[src/rtl/uart_cmd_parser.sv]
// uart_cmd_parser: frames SYNC/CMD/LEN/payload/XOR-checksum packets from the UART byte strobe; define PARSER_STATS_EN for saturating packet/error counters
module uart_cmd_parser #(
  parameter int         MAX_LEN        = 16,
  parameter logic [7:0] SYNC_BYTE      = 8'hA5,
  parameter int         TIMEOUT_CYCLES = 50000,
  localparam int        AW             = MAX_LEN > 1 ? $clog2(MAX_LEN) : 1
) (
  input  logic          iCE_CLK,
  input  logic          RST_N,
  input  logic [7:0]    RX_BYTE,
  input  logic          RX_VALID,
  output logic          CMD_VALID,
  output logic [7:0]    CMD_OP,
  output logic [7:0]    CMD_LEN,
  input  logic          CMD_ACK,
  input  logic [AW-1:0] PAYLOAD_ADDR,
  output logic [7:0]    PAYLOAD_DATA,
  output logic          ERR,
  output logic [1:0]    ERR_CODE
`ifdef PARSER_STATS_EN
  ,
  output logic [15:0]   STAT_PKTS,
  output logic [7:0]    STAT_CSUM_ERR,
  output logic [7:0]    STAT_OTHER_ERR
`endif
);
  localparam int TW = $clog2(TIMEOUT_CYCLES + 1);
  typedef enum logic [2:0] {IDLE, GET_CMD, GET_LEN, GET_PAY, GET_CSUM, HOLD} state_t;
  state_t        state;
  logic [7:0]    acc, op_sh, len_sh, idx;
  logic [TW-1:0] tcnt;
  logic [7:0]    pay_buf [1 << AW];
  logic          in_pkt, tmo;
  assign in_pkt = state inside {GET_CMD, GET_LEN, GET_PAY, GET_CSUM};
  assign tmo = in_pkt && !RX_VALID && tcnt == TW'(TIMEOUT_CYCLES - 1);
  assign PAYLOAD_DATA = pay_buf[PAYLOAD_ADDR];
  always_ff @(posedge iCE_CLK or negedge RST_N) begin
    if (!RST_N) begin
      state <= IDLE;
      CMD_VALID <= 1'b0;
      CMD_OP <= '0;
      CMD_LEN <= '0;
      ERR <= 1'b0;
      ERR_CODE <= '0;
      acc <= '0;
      op_sh <= '0;
      len_sh <= '0;
      idx <= '0;
      tcnt <= '0;
    end else begin
      ERR <= 1'b0;
      tcnt <= in_pkt && !RX_VALID && !tmo ? tcnt + 1'b1 : '0;
      if (tmo) begin
        state <= IDLE;
        ERR <= 1'b1;
        ERR_CODE <= 2'd3;
      end else begin
        case (state)
          IDLE: if (RX_VALID && RX_BYTE == SYNC_BYTE) begin
            state <= GET_CMD;
            acc <= '0;
          end
          GET_CMD: if (RX_VALID) begin
            op_sh <= RX_BYTE;
            acc <= RX_BYTE;
            state <= GET_LEN;
          end
          GET_LEN: if (RX_VALID) begin
            acc <= acc ^ RX_BYTE;
            if (RX_BYTE > 8'(MAX_LEN)) begin
              state <= IDLE;
              ERR <= 1'b1;
              ERR_CODE <= 2'd2;
            end else begin
              len_sh <= RX_BYTE;
              idx <= '0;
              state <= RX_BYTE == 8'd0 ? GET_CSUM : GET_PAY;
            end
          end
          GET_PAY: if (RX_VALID) begin
            acc <= acc ^ RX_BYTE;
            idx <= idx + 8'd1;
            if (idx + 8'd1 == len_sh) state <= GET_CSUM;
          end
          GET_CSUM: if (RX_VALID) begin
            if (RX_BYTE == acc) begin
              state <= HOLD;
              CMD_VALID <= 1'b1;
              CMD_OP <= op_sh;
              CMD_LEN <= len_sh;
            end else begin
              state <= IDLE;
              ERR <= 1'b1;
              ERR_CODE <= 2'd1;
            end
          end
          HOLD: if (CMD_ACK) begin
            // a byte arriving with the ACK is treated as if already in IDLE
            CMD_VALID <= 1'b0;
            acc <= '0;
            state <= RX_VALID && RX_BYTE == SYNC_BYTE ? GET_CMD : IDLE;
          end else if (RX_VALID) begin
            ERR <= 1'b1;
            ERR_CODE <= 2'd0;
          end
          default: state <= IDLE;
        endcase
      end
    end
  end
  always_ff @(posedge iCE_CLK)
    if (state == GET_PAY && RX_VALID) pay_buf[idx[AW-1:0]] <= RX_BYTE;
`ifdef PARSER_STATS_EN
  always_ff @(posedge iCE_CLK or negedge RST_N) begin
    if (!RST_N) begin
      STAT_PKTS <= '0;
      STAT_CSUM_ERR <= '0;
      STAT_OTHER_ERR <= '0;
    end else begin
      if (state == GET_CSUM && RX_VALID && RX_BYTE == acc && STAT_PKTS != '1) STAT_PKTS <= STAT_PKTS + 1'b1;
      if (ERR && ERR_CODE == 2'd1 && STAT_CSUM_ERR != '1) STAT_CSUM_ERR <= STAT_CSUM_ERR + 1'b1;
      if (ERR && ERR_CODE != 2'd1 && STAT_OTHER_ERR != '1) STAT_OTHER_ERR <= STAT_OTHER_ERR + 1'b1;
    end
  end
`endif
endmodule

[config.mk]
export PLATFORM = sky130hd
export DESIGN_NAME = uart_cmd_parser
export DESIGN_NICKNAME = d
export VERILOG_FILES = /design/src/rtl/uart_cmd_parser.sv
export SDC_FILE = /design/constraint.sdc
export NUM_CORES = 1
export LEC_CHECK = 0
export BUFFER_PORTS_ARGS = -buffer_cell sky130_fd_sc_hd__buf_2
export CORE_MARGIN = 8
export CORE_UTILIZATION = 65
export DETAILED_ROUTE_END_ITERATION = 10
export GPL_TIMING_DRIVEN = 1
export PLACE_DENSITY = 0.92
export SLEW_MARGIN = 20
export SYNTH_ARGS = -nofsm -noshare
export SYNTH_HDL_FRONTEND = slang
export SYNTH_SLANG_ARGS = --single-unit
export TNS_END_PERCENT = 1
[constraint.sdc]
create_clock -name iCE_CLK -period 3.5 [get_ports iCE_CLK]
set_input_delay 0.35 -clock iCE_CLK [delete_from_list [all_inputs] [get_ports iCE_CLK]]
set_output_delay 0.35 -clock iCE_CLK [all_outputs]
set_load 0.1 [all_outputs]
# == Yosys cells after proc, flatten, opt, wreduce, memory -nomap -nowiden ==
# Memories as Yosys holds them, arrays and structs flattened.
# Index checks and enable logic that the tools add are counted.
# totals
in_bits,16
register_bits,71
mem_count,1
output_inout_bits,28
mem_bits_rw,128
# classes
reduce_logical,23
bitwise,3
n_lt_le_gt_ge,1
n_eq_ne,29
n_mux,45
add_sub_neg,2
# memory_table
name,words,word_bits,rd,rd_ports_with_merged_regs,write_ports,line_no,rtl
pay_buf,16,8,1,0,1,32,logic [7:0] pay_buf [1 << AW];
# op_table
operator,n
2-to-1 mux 8 bit,7
2-to-1 mux 3 bit,11
one-hot mux 8 bit (4 select lines),1
"inequality test 3 bit, second input constant",9
one-hot mux 3 bit (6 select lines),1
"adder 16 x 1 -> 16 bit, second input constant",1
"equality test 16 bit, second input constant",1
equality test 8 bit,2
2-to-1 mux 16 bit,1
one-hot mux 8 bit (2 select lines),1
2-to-1 mux 2 bit,7
"inequality test 2 bit, second input constant",7
AND reduction 7 bit,2
2-to-1 mux 1 bit,13
nonzero test 4 bit,3
AND reduction 5 bit,2
"adder 8 x 1 -> 8 bit, second input constant",1
"equality test 8 bit, second input constant",1
"greater-than comparator 8 x 5 -> 1 bit, second input constant",1
zero test 8 bit,1
AND reduction 4 bit,2
bitwise XOR 8 bit,1
"equality test 3 x 2 -> 1 bit, second input constant",2
"equality test 3 bit, second input constant",2
other kinds (14),23

# == Longest topological paths before layout ==
# logic_depth
depth_word,7
depth_mapped,9
mapped_depth_nobuf,7

# == Worst setup path after synthesis ==
# OpenSTA, ideal clock, no wires.
# synth_timing
path_type,in2out
start,input PAYLOAD_ADDR[0]
end,output PAYLOAD_DATA[0]
n_path_buf,2
path_slack_ns,1.011
arrival_time_ns,2.139
stages,4
path_cell_list,clkbuf_1 -> buf_2 -> mux4_2 -> mux4_2
# synth_between
elab_chain_cells,1
# synth_lines
element,line_no,rtl
from (decl),16,"input logic [AW-1:0] PAYLOAD_ADDR,"
memory (16 x 8 bit),n/a,
to (decl),17,"output logic [7:0] PAYLOAD_DATA,"
# Every way passes these cells.

# == Final worst setup path ==
# layout_timing
start,register state[1]
end,"memory pay_buf[4][3], enable pin"
# layout_between
elab_chain_cells,4
# layout_lines
element,line_no,rtl
from (decl),29,state_t state;
from (signal assigned),77,state <= RX_BYTE == 8'd0 ? GET_CSUM : GET_PAY;
from (signal assigned),101,state <= RX_VALID && RX_BYTE == SYNC_BYTE ? GET_CMD : IDLE;
equality test 3 x 2 -> 1 bit,112,if (state == GET_PAY && RX_VALID) pay_buf[idx[AW-1:0]] <= RX_BYTE;
logical AND 1 bit,112,
2-to-1 mux 1 bit,112,
2-to-1 mux 1 bit (not written as such),112,
to (decl),32,
# Every way passes these cells.

==> load_flow_metrics.sql <==
INSERT INTO impl_metrics (metric_group, metric, value, unit) VALUES
('outcome', 'outcome', 'finished, final reports clean', ''),
('grt', 'grt_antenna_before_repair', '0', ''),
('sta', 'final_clock_skew', '0.00678', 'ns'),
('synthesis', 'ys_warn_count', '0', ''),
('place', 'detailedPlacementHpwl', '13200', 'um'),
('finish', 'final_util', '72.7', '%'),
('synthesis', 'edff_count_synth', '128', ''),
('routing', 'post_drt_wl_per_cell', '25.0', 'um'),
('finish', 'diodes', '0', ''),
('grt', 'grt_max_degree', '43', ''),
('power_and_ir_drop', 'p_per_area', '631', 'nW/um2'),
('critical_path', 'critical_path.endpoint_type', 'flip-flop', ''),
('power_and_ir_drop', 'internal_power', '4.12', 'mW'),
('sta', 'timing.slew.headroom', '36.5', '%'),
('clocking', 'cts-root-to-sink-buffers', '2', ''),
('finish', 'layout_commonest_cell', 'sky130_fd_sc_hd__edfxtp_1', ''),
('power_and_ir_drop', 'power_switching', '1.89', 'mW'),
('routing', 'drtAntennaViolNets', '0', ''),
('place', 'port_buffers', '43', ''),
('finish', 'area_delta_synth_final', '10.5', '%'),
('synthesis', 'flip_flop_and_latch_count_after_synthesis', '199', ''),
('routing', 'drt_pass1_iterations', '7', ''),
('critical_path', 'critical_path_arrival', '2.99', 'ns'),
('synthesis', 'number_of_standard_cells_after_synthesis', '572', ''),
('die', 'dieArea', '17200', 'um2'),
('place', 'place_ws', '0.682', 'ns'),
('power_and_ir_drop', 'p_comb_share', '20.7', '%'),
('synthesis', 'seq_area_frac_synth', '65.2', '%'),
('routing', 'drt_first_iter_violations', '686', ''),
('sta', 'max_freq', '0.342', 'GHz'),
('die', 'fp.dieW', '131', 'um'),
('die', 'io-pin-count', '44', ''),
('grt', 'gr-usage-all-layers', '24.2', '%'),
('clocking', 'cts_buffers', '17', ''),
('power_and_ir_drop', 'power.sequential.fraction', '48.5', '%'),
('synthesis', 'syn-cell-area', '8620', 'um2'),
('synthesis', 'yosysUniqueCellTypes', '50', ''),
('sta', 'setup-tns-final', '0', 'ns'),
('critical_path', 'critical_path.startpoint_type', 'flip-flop', ''),
('critical_path', 'cp_data_required_time', '3.57', 'ns'),
('clocking', 'clock_tree.root_cell', 'sky130_fd_sc_hd__clkbuf_16', ''),
('die', 'die_h', '131', 'um'),
('critical_path', 'depth_of_the_worst_register_to_register_path', '4', ''),
('synthesis', 'ys_async_sr_fraction', '35.7', '%'),
('power_and_ir_drop', 'report.power.total', '6.01', 'mW'),
('grt', 'total_global_routing_overflow', '0', ''),
('clocking', 'clkTransAtPathRegs', '0.07', 'ns'),
('clocking', 'clock_sink_count', '199', ''),
('routing', 'totalWireLength', '20100', 'um'),
('clocking', 'tritoncts_clock_tree', 'done', ''),
('sta', 'post-route-period-util', '83.5', '%'),
('clocking', 'clock_tree.htree_level_count', '4', ''),
('sta', 'finalHoldViolations', '0', ''),
('synthesis', 'synth_top_flop_cell', 'sky130_fd_sc_hd__edfxtp_1', ''),
('finish', 'fin_nets', '636', ''),
('grt', 'first_global_vias', '5590', ''),
('clocking', 'worst_skew_pair.late_latency', '0.43', 'ns'),
('sta', 'setup-violations-final', '0', ''),
('clocking', 'cts_post_setup_buffers_inserted', '0', ''),
('die', 'floorplan.initialDensity', '65.8', '%'),
('clocking', 'cts_hold_buffers', '0', ''),
('die', 'rows', '42', ''),
('routing', 'routed-via-count', '5326', ''),
('place', 'gpl.final_weighted_congestion', '0.909', ''),
('power_and_ir_drop', 'power.static_leakage', '3.62', 'nW'),
('power_and_ir_drop', 'worst_ir_drop_vdd', '0.486', 'mV'),
('sta', 'final_max_slew_viol_count', '0', ''),
('finish', 'layout-drive-gt1-share', '23.9', '%'),
('flow_run', 'maxCapViolations', '0', ''),
('synthesis', 'mappedNetlistNets', '593', ''),
('sta', 'post-route-worst-setup-slack', '0.577', 'ns');
-- critical path, cell delays in order, from the launching register on --
cell and delay, ns:
sky130_fd_sc_hd__dfrtp_1 0.52, sky130_fd_sc_hd__nor2b_1 0.37, sky130_fd_sc_hd__nand3_1 0.41, sky130_fd_sc_hd__nor3_1 0.64, sky130_fd_sc_hd__and2_1 0.61
-- worst paths after layout --
| path | startpoint | to | slack (ns) |
|---|---|---|---|
| max | state[1] | pay_buf[4][3] | 0.58 |
| min | RST_N | tcnt[2] | 0.06 |
| max reg2reg | state[1] | pay_buf[4][3] | 0.58 |
| min reg2reg | CMD_OP[7] | CMD_OP[7] | 0.48 |
| max in group asynchronous | RST_N | idx[5] | 2.51 |
| min in group iCE_CLK | CMD_ACK | state[0] | 0.31 |
-- synthesized netlist by cell type, types with 3 or more instances --
cell	n	area share [%]
sky130_fd_sc_hd__a21boi_0	3	0.26
sky130_fd_sc_hd__a21oi_1	12	0.70
sky130_fd_sc_hd__and2_1	14	1.0
sky130_fd_sc_hd__and3_1	14	1.0
sky130_fd_sc_hd__buf_1	3	0.13
sky130_fd_sc_hd__buf_2	6	0.35
sky130_fd_sc_hd__buf_6	3	0.39
sky130_fd_sc_hd__clkbuf_1	15	0.65
sky130_fd_sc_hd__dfrtp_1	71	21
sky130_fd_sc_hd__edfxtp_1	128	45
sky130_fd_sc_hd__ha_1	5	0.73
sky130_fd_sc_hd__inv_1	11	0.48
sky130_fd_sc_hd__mux2_2	20	2.6
sky130_fd_sc_hd__mux2_4	7	1.2
sky130_fd_sc_hd__mux4_2	40	10
sky130_fd_sc_hd__nand2_1	31	1.4
sky130_fd_sc_hd__nand2b_1	6	0.44
sky130_fd_sc_hd__nand3_1	21	1.2
sky130_fd_sc_hd__nand4_1	4	0.29
sky130_fd_sc_hd__nor2_1	47	2.0
sky130_fd_sc_hd__nor3_1	13	0.76
sky130_fd_sc_hd__o21ai_0	26	1.5
sky130_fd_sc_hd__o22ai_1	3	0.22
sky130_fd_sc_hd__o31ai_1	3	0.26
sky130_fd_sc_hd__or3_1	3	0.22
sky130_fd_sc_hd__xnor2_1	16	1.6
sky130_fd_sc_hd__xor2_1	17	1.7
-- flip-flops by register name (all words and copies together), names as in the netlist --
| signal | cells |
|---|---|
| pay_buf | 128 |
| tcnt | 16 |
| CMD_LEN | 8 |
| CMD_OP | 8 |
| acc | 8 |
| idx | 8 |
| len_sh | 8 |
| op_sh | 8 |
| state | 3 |
| ERR_CODE | 2 |
| CMD_VALID | 1 |
| ERR | 1 |
-- logic make-up (layout without fill, tap and decap cells) --
logic type                 count (synthesis)  in the layout  share of synthesized area, %
xor gates and xnor gates                  33             33                          3.35
and+or+nand+nor                          165            165                          9.51
adders and majority gates                  5              5                         0.726
muxes                                     69             69                          14.5
DFF                                      199            199                          65.2
buffers and inverters                     39             95                          2.24
AOI/OAI and AO/OA                         62             62                          4.41
-- metal layers --
layer	GRT usage (%)	routed length (um)	vias up
met5	0	0	-
met4	8.84	588	0
met3	6.40	1550	56
met2	41.8	10500	314
met1	28.5	7430	2717
li1	-	-	2239
-- power groups by stage --
stage          clock, mW  sequential (mW)  combinational, mW
2_1_floorplan          0             3.00              0.845
3_3_place_gp           0             2.93               1.13
6_report            1.85             2.91               1.25
5_1_grt             1.96             2.94               1.35
4_1_cts             1.85             2.91               1.23
3_5_place_dp           0             2.95               1.21
-- metrics by stage --
stage	hold slack, ns	area (um2)	instances
after floorplan	0.0544	8620	572
after global placement	0.468	8970	772
after detailed placement	0.475	8970	772
after CTS	0.0806	9520	804
after global routing	0.119	9520	804
final	0.0619	9520	804
-- cell type report --
type / count / area [um2]
Clock buffer: 21 / 450
Tap cell: 176 / 220
Sequential cell: 199 / 5620
Clock inverter: 11 / 101
Fill cell: 769 / 3570
Multi-Input combinational cell: 334 / 2800
Timing Repair Buffer: 52 / 283
Inverter: 11 / 41.3
(Power assumes the default switching activity.)
